### src/rtl/move_detector.sv
// rtl/move_detector.sv - debounced board occupancy tracker and lift/place move decoder
module move_detector #(
  parameter int STABLE_SCANS = 4
) (
  input  logic        clk,
  input  logic        reset,
  input  logic [63:0] layout,
  input  logic        layout_valid,
  output logic        move_valid,
  output logic [5:0]  from_sq,
  output logic [5:0]  to_sq,
  output logic        capture,
  output logic        error,
  output logic [63:0] board
);

  localparam int CW = $clog2(STABLE_SCANS + 1);
  localparam logic [CW-1:0] CNT_MAX = CW'(STABLE_SCANS);
  localparam logic [CW-1:0] CNT_ONE = CW'(1);

  typedef enum logic [2:0] {
    S_INIT,
    S_IDLE,
    S_LIFT1,
    S_LIFT2,
    S_ERR
  } state_t;

  // Debounce storage
  logic [63:0]   candidate;
  logic [CW-1:0] cnt;
  logic [CW-1:0] cnt_inc;
  logic          reached;

  // Accepted snapshot, frozen together with its one-cycle pulse
  logic          acc_pulse;
  logic [63:0]   acc;

  // Move tracking state
  state_t        state;
  state_t        state_n;
  logic [5:0]    from_r;
  logic [5:0]    from_n;
  logic [5:0]    cap_r;
  logic [5:0]    cap_n;
  logic [63:0]   board_n;

  // Report produced by the decision logic, registered onto the outputs
  logic          rep;
  logic [5:0]    rep_to;
  logic          rep_cap;

  // Difference terms between committed board and accepted snapshot
  logic [63:0]   rem;
  logic [63:0]   add;
  logic [63:0]   from_bit;
  logic [63:0]   cap_bit;
  logic [63:0]   rem_other;
  logic          rem_none;
  logic          add_none;
  logic          add_one;
  logic          rem_one;
  logic          other_one;

  function automatic logic is_one_hot(input logic [63:0] v);
    return (v != 64'd0) && ((v & (v - 64'd1)) == 64'd0);
  endfunction

  // Lowest set bit position; callers only use it on one-hot values
  function automatic logic [5:0] bit_index(input logic [63:0] v);
    logic [5:0] idx;
    idx = 6'd0;
    for (int i = 63; i >= 0; i--) begin
      if (v[i]) idx = 6'(i);
    end
    return idx;
  endfunction

  assign cnt_inc   = cnt + CNT_ONE;
  assign rem       = board & ~acc;
  assign add       = ~board & acc;
  assign from_bit  = 64'd1 << from_r;
  assign cap_bit   = 64'd1 << cap_r;
  assign rem_other = rem & ~from_bit;
  assign rem_none  = (rem == 64'd0);
  assign add_none  = (add == 64'd0);
  assign add_one   = is_one_hot(add);
  assign rem_one   = is_one_hot(rem);
  assign other_one = is_one_hot(rem_other);

  // Count consecutive identical snapshots; flag the scan that completes a run
  always_ff @(posedge clk) begin
    if (reset) begin
      candidate <= 64'd0;
      cnt       <= '0;
      reached   <= 1'b0;
    end else begin
      reached <= 1'b0;
      if (layout_valid) begin
        if (layout == candidate) begin
          if (cnt != CNT_MAX) begin
            cnt     <= cnt_inc;
            reached <= (cnt_inc == CNT_MAX);
          end
        end else begin
          candidate <= layout;
          cnt       <= CNT_ONE;
          reached   <= (CNT_ONE == CNT_MAX);
        end
      end
    end
  end

  // Turn a completed run into the accept pulse and hold the snapshot it refers to
  always_ff @(posedge clk) begin
    if (reset) begin
      acc_pulse <= 1'b0;
      acc       <= 64'd0;
    end else begin
      acc_pulse <= reached;
      if (reached) acc <= candidate;
    end
  end

  // Decide the next tracking state and any move report for an accepted snapshot
  always_comb begin
    state_n = state;
    board_n = board;
    from_n  = from_r;
    cap_n   = cap_r;
    rep     = 1'b0;
    rep_to  = cap_r;
    rep_cap = 1'b0;
    if (acc_pulse) begin
      case (state)
        S_INIT: begin
          board_n = acc;
          state_n = S_IDLE;
        end
        S_IDLE: begin
          if (rem_none && add_none) begin
            state_n = S_IDLE;
          end else if (rem_one && add_none) begin
            from_n  = bit_index(rem);
            state_n = S_LIFT1;
          end else begin
            state_n = S_ERR;
          end
        end
        S_LIFT1: begin
          if (acc == board) begin
            state_n = S_IDLE;
          end else if ((rem == from_bit) && add_none) begin
            state_n = S_LIFT1;
          end else if ((rem == from_bit) && add_one) begin
            rep     = 1'b1;
            rep_to  = bit_index(add);
            rep_cap = 1'b0;
            board_n = acc;
            state_n = S_IDLE;
          end else if (((rem & from_bit) != 64'd0) && other_one && add_none) begin
            cap_n   = bit_index(rem_other);
            state_n = S_LIFT2;
          end else begin
            state_n = S_ERR;
          end
        end
        S_LIFT2: begin
          if ((rem == (from_bit | cap_bit)) && add_none) begin
            state_n = S_LIFT2;
          end else if ((rem == from_bit) && add_none) begin
            // Captured square is occupied again, now by the moving piece
            rep     = 1'b1;
            rep_to  = cap_r;
            rep_cap = 1'b1;
            board_n = acc;
            state_n = S_IDLE;
          end else if (acc == board) begin
            state_n = S_IDLE;
          end else begin
            state_n = S_ERR;
          end
        end
        S_ERR: begin
          if (acc == board) state_n = S_IDLE;
        end
        default: begin
          state_n = S_INIT;
        end
      endcase
    end
  end

  // Register tracking state, committed board and the move report outputs
  always_ff @(posedge clk) begin
    if (reset) begin
      state      <= S_INIT;
      board      <= 64'd0;
      from_r     <= 6'd0;
      cap_r      <= 6'd0;
      move_valid <= 1'b0;
      from_sq    <= 6'd0;
      to_sq      <= 6'd0;
      capture    <= 1'b0;
      error      <= 1'b0;
    end else begin
      state      <= state_n;
      board      <= board_n;
      from_r     <= from_n;
      cap_r      <= cap_n;
      move_valid <= rep;
      error      <= (state_n == S_ERR);
      if (rep) begin
        from_sq <= from_r;
        to_sq   <= rep_to;
        capture <= rep_cap;
      end
    end
  end

endmodule

### config.mk
export PLATFORM = sky130hd
export DESIGN_NAME = move_detector
export DESIGN_NICKNAME = d
export VERILOG_FILES = /design/src/rtl/move_detector.sv
export SDC_FILE = /design/constraint.sdc
export NUM_CORES = 1
export LEC_CHECK = 0
export BUFFER_PORTS_ARGS = -buffer_cell sky130_fd_sc_hd__buf_2
export CAP_MARGIN = 25
export CORE_ASPECT_RATIO = 1.2
export CORE_MARGIN = 2
export CORE_UTILIZATION = 40
export CTS_CLUSTER_DIAMETER = 120
export DETAILED_ROUTE_END_ITERATION = 7
export MAX_ROUTING_LAYER = met4
export SLEW_MARGIN = 25
export SYNTH_ARGS = -nofsm -noshare
export SYNTH_HDL_FRONTEND = slang
export SYNTH_SLANG_ARGS = --single-unit
### constraint.sdc
create_clock -name clk -period 5.1 [get_ports clk]
set_clock_uncertainty 0.15 [all_clocks]
set_input_delay 0.255 -clock clk [delete_from_list [all_inputs] [get_ports clk]]
set_output_delay 0.255 -clock clk [all_outputs]
set_load 0.05 [all_outputs]
==> impl_metrics.csv <==
group,metric,value,unit
synthesis,async_set_or_reset_flop_fraction_in_the_synthesized_netlist,0,%
route,route.vias.total,22322,
sta,worst_slew_margin_rel,36.0,%
worst_setup_path,end_kind,"flip-flop",
final_layout,finish.net_count,3360,
final_layout,area_growth,25.5,%
sta,finalSetupViolations,0,
worst_setup_path,critical_path_peak_fanout,10,
final_layout,layout.filler_cells,4879,
clock_tree,cts_max_level,1,
clock_tree,cts_tree,"done",
floorplanning,initial_core_util,40.4,%
synthesis,synth-edff-count,0,
route,wl,100000,um
global_route,pin_count_of_the_biggest_net_entering_global_routing,174,
synthesis,synth-adder-area-share,16.1,%
clock_tree,cts_made_buffers,27,
power,power.internal,3020,uW
power,proportion_of_power_drawn_by_combinational_gates,6.6,%
synthesis,synth.yosys.warnings,0,
place,numPortBuffers,145,
synthesis,synthesis.instances,2594,
clock_tree,numClockSinks,227,
clock_tree,cts_max_path_buffers,3,
min_path,hold_path.startpoint,"layout[7]",
worst_setup_path,timing.setup.critical_path_class,"reg -> reg",
route,first_pass_iters,6,
outcome,run_status,"finished clean",
worst_setup_path,timing.rr.start,"board[40]",
synthesis,synth_area,20300,sq um
power,power_per_cell_area,159,nW/um^2
sta,hold-worst-slack,0.321,ns
place,gp_congestion,1.08,
floorplanning,vertical_die_dimension,251,um
sta,period_minus_slack,4.95,ns
worst_setup_path,worstPathRequired,5.39,ns
synthesis,synth_top_flop_cell,"sky130_fd_sc_hd__dfxtp_1",
place,dp_hpwl,82100,um
power,p_seq_share,45.5,%
power,power_switching_share,25.3,%
worst_setup_path,startpoint_type,"flip-flop",
global_route,gr_usage_total,38.3,%
run,cap_viol_max_count,0,
floorplanning,design.die.area,52600,sq um
sta,finalMaxSlewViolations,0,
synthesis,post_synth_and_or_nand_nor_area_fraction,25.2,%
clock_tree,clock_insertion_delay_worst_skew,0.60,ns
sta,final_min_period_over_clock_period,97.1,%
place,pre_cts_ws,0.0325,ns
floorplanning,ioPinCount,146,
global_route,antenna_found_initial,2,
power,leakagePower,0.0120,uW
worst_setup_path,worst_setup_path_startpoint,"board[40]",
min_path,hold_class,"in -> reg",
power,pwr-share-clk,47.9,%
synthesis,synthesis.area_per_instance,7.82,sq um
synthesis,post_synth_xor_area_fraction,5.57,%
synthesis,synth-seq-cells,227,
synthesis,synth_top_family_by_area,"simple AND/OR/NAND/NOR gates",
synthesis,ys_types,82,
final_layout,register_area,4550,sq um
synthesis,post_synthesis_net_count,2922,
power,max-vdd-ir-drop,0.248,mV
synthesis,synth_compound_area_share,13.4,%
floorplanning,placementRows,90,
final_layout,post_route_cells_drive_above_1_share,18.8,%
synthesis,share_of_the_yosys_chip_area_belonging_to_registers,22.4,%
route,detail_route.drc_violations,0,
route,via_per_inst,6.04,
sta,hold_violations,0,
clock_tree,worst_setup_hold_path_clk_slew,0.07,ns
sta,worstMarginPinSlew,0.958,ns
route,antenna_violating_nets_post_route,0,
worst_setup_path,data_arrival_at_the_endpoint_of_the_critical_path,5.24,ns
sta,fmax,0.202,GHz
synthesis,synth.area.mux_share,10.4,%
global_route,globalRouteOverflowTotal,0,
power,switching_power,1020,uW
floorplanning,die_w,210,um
floorplanning,fp.coreArea,50200,sq um
route,dr.first_iter.drc_count,1943,
sta,postLayoutSetupSlackWorst,0.146,ns
global_route,grt_pass1_vias,22088,
global_route,grt_pass1_wl,145000,um
clock_tree,cts.root.buffer_cell,"sky130_fd_sc_hd__clkbuf_16",
route,wl_per_cell,27.2,um
final_layout,multi_input_area,14400,sq um
==> logic make-up (layout without fill, tap and decap cells) <==
| logic type | Yosys count | in the layout |
|---|---|---|
| compound gates | 414 | 414 |
| xor+xnor | 129 | 129 |
| fa+ha+maj | 262 | 262 |
| buf+inv | 366 | 823 |
| flops | 227 | 227 |
| mux | 210 | 210 |
| other cells | 0 | 1 |
| simple gates | 986 | 986 |
==> layer usage <==
layer	routed length (um)	up-vias	GRT usage [%]	share of wire [%]
met5	0	-	-	0
met4	7770	0	24.1	7.7
met3	6780	343	6.30	6.8
met2	48800	1028	66.1	49
met1	37100	10695	40.9	37
li1	-	10256	-	-
==> state kept, by name (all words and copies together), names as in the netlist <==
name / cells
cap_r: 6
acc_pulse: 1
cnt: 3
capture: 1
state: 3
board: 64
error: 1
from_r: 6
to_sq: 6
candidate: 64
reached: 1
from_sq: 6
acc: 64
move_valid: 1
==> power by group through the flow <==
stage	Sequential (uW)	Combinational (uW)	Clock, uW
after global routing	1840	282	2030
after floorplan	1870	130	0
after CTS	1840	264	1960
final	1840	267	1930
after global placement	1870	219	0
after detailed placement	1880	223	0
==> cells in the mapped netlist, types with 8 or more instances <==
library cell                  n  share of area [%]
sky130_fd_sc_hd__or4b_2       9               0.44
sky130_fd_sc_hd__ha_1       261                 16
sky130_fd_sc_hd__a31oi_1     11               0.34
sky130_fd_sc_hd__or4_1       31                1.1
sky130_fd_sc_hd__or4bb_1      8               0.44
sky130_fd_sc_hd__o31ai_1     21               0.78
sky130_fd_sc_hd__o211ai_1    11               0.41
sky130_fd_sc_hd__o22ai_1     73                2.3
sky130_fd_sc_hd__o32ai_1      9               0.39
sky130_fd_sc_hd__nand2b_1    17               0.52
sky130_fd_sc_hd__dfxtp_1    227                 22
sky130_fd_sc_hd__inv_1      240                4.4
sky130_fd_sc_hd__nand4b_1    11               0.47
sky130_fd_sc_hd__mux2i_1    209                 10
sky130_fd_sc_hd__nor3_1      61                1.5
sky130_fd_sc_hd__or2_2       18               0.55
sky130_fd_sc_hd__a211oi_1    21               0.78
sky130_fd_sc_hd__nor4_1     139                4.3
sky130_fd_sc_hd__or3_1       10               0.31
sky130_fd_sc_hd__nand4_1     98                3.0
sky130_fd_sc_hd__xor2_1      52                2.2
sky130_fd_sc_hd__o21bai_1     9               0.33
sky130_fd_sc_hd__o41ai_1      8               0.35
sky130_fd_sc_hd__a21oi_1     82                2.0
sky130_fd_sc_hd__nand2_1    137                2.5
sky130_fd_sc_hd__clkbuf_1   112                2.1
sky130_fd_sc_hd__o21ai_0     90                2.2
sky130_fd_sc_hd__xnor2_1     77                3.3
sky130_fd_sc_hd__o2111ai_1    9               0.39
sky130_fd_sc_hd__nand3_1     28               0.69
sky130_fd_sc_hd__nor2b_1     11               0.34
sky130_fd_sc_hd__nor2_1     363                6.7
==> cell usage in the layout, fill, tap and decap left out, drive strengths merged, types with 10 or more instances in the layout <==
cell type	count
inv	245
buf	469
nor4	141
o22ai	73
dlygate4sd3	66
nor3	63
or2	19
a31oi	11
nand4	98
a21oi	82
o211ai	11
xnor2	77
or4	34
mux2i	209
nand2b	17
ha	261
nand3	29
o21ai	91
or4b	10
clkbuf	36
dfxtp	227
nor2b	11
or3	10
a211oi	21
nand2	137
nor2	364
nand4b	11
o31ai	21
xor2	52
==> critical path, stage by stage (launching register included) <==
cell and delay [ns]:
sky130_fd_sc_hd__dfxtp_1 0.40, sky130_fd_sc_hd__inv_1 0.06, sky130_fd_sc_hd__ha_1 0.28, sky130_fd_sc_hd__or4_1 0.69, sky130_fd_sc_hd__nor4b_4 0.45, sky130_fd_sc_hd__nand3_4 0.18
sky130_fd_sc_hd__or4_1 0.63, sky130_fd_sc_hd__or4b_1 0.59, sky130_fd_sc_hd__or4_4 0.47, sky130_fd_sc_hd__nor4_4 0.27, sky130_fd_sc_hd__buf_4 0.19, sky130_fd_sc_hd__buf_4 0.17
sky130_fd_sc_hd__mux2i_1 0.19, sky130_fd_sc_hd__nor2_1 0.07
==> through the flow <==
| step | utilization, % | cells | power (uW) | area (sq um) | TNS [ns] |
|---|---|---|---|---|---|
| after floorplan | - | 2594 | 2000 | 20300 | 0 |
| after global placement | 47.4 | 3578 | 2090 | 23800 | 0 |
| after detailed placement | 47.4 | 3578 | 2100 | 23800 | 0 |
| after CTS | 50.5 | 3692 | 4060 | 25400 | 0 |
| after global routing | 50.7 | 3695 | 4150 | 25500 | -0.0209 |
| final | 50.7 | 3696 | 4040 | 25500 | 0 |
==> final cells by class <==
class	count	area share, %
antenna	1	0.00983
clock buffer	36	2.94
clock inverter	12	0.452
inverter	240	3.54
multi-input combinational	2001	56.6
sequential	227	17.9
tap	644	3.16
timing repair buffer	535	15.4
==> path summary, 6_finish.rpt <==
kind / depth (start not counted) / slack, ns / to
max reg2reg: 13 / 0.15 / from_r[4]
max: 13 / 0.15 / from_r[4]
min reg2reg: 2 / 0.35 / from_sq[3]
min: 4 / 0.32 / candidate[7]
==> repair_timing <==
item | CTS | global route
pin swaps | 0 | 3
setup buffers | 0 | 3
setup endpoints to repair | 7 | 78
hold buffers | 66 | 0
gates resized for setup | 1 | 17
hold endpoints to repair | 109 | 0
Note: power is estimated with default switching activity, not from simulation.
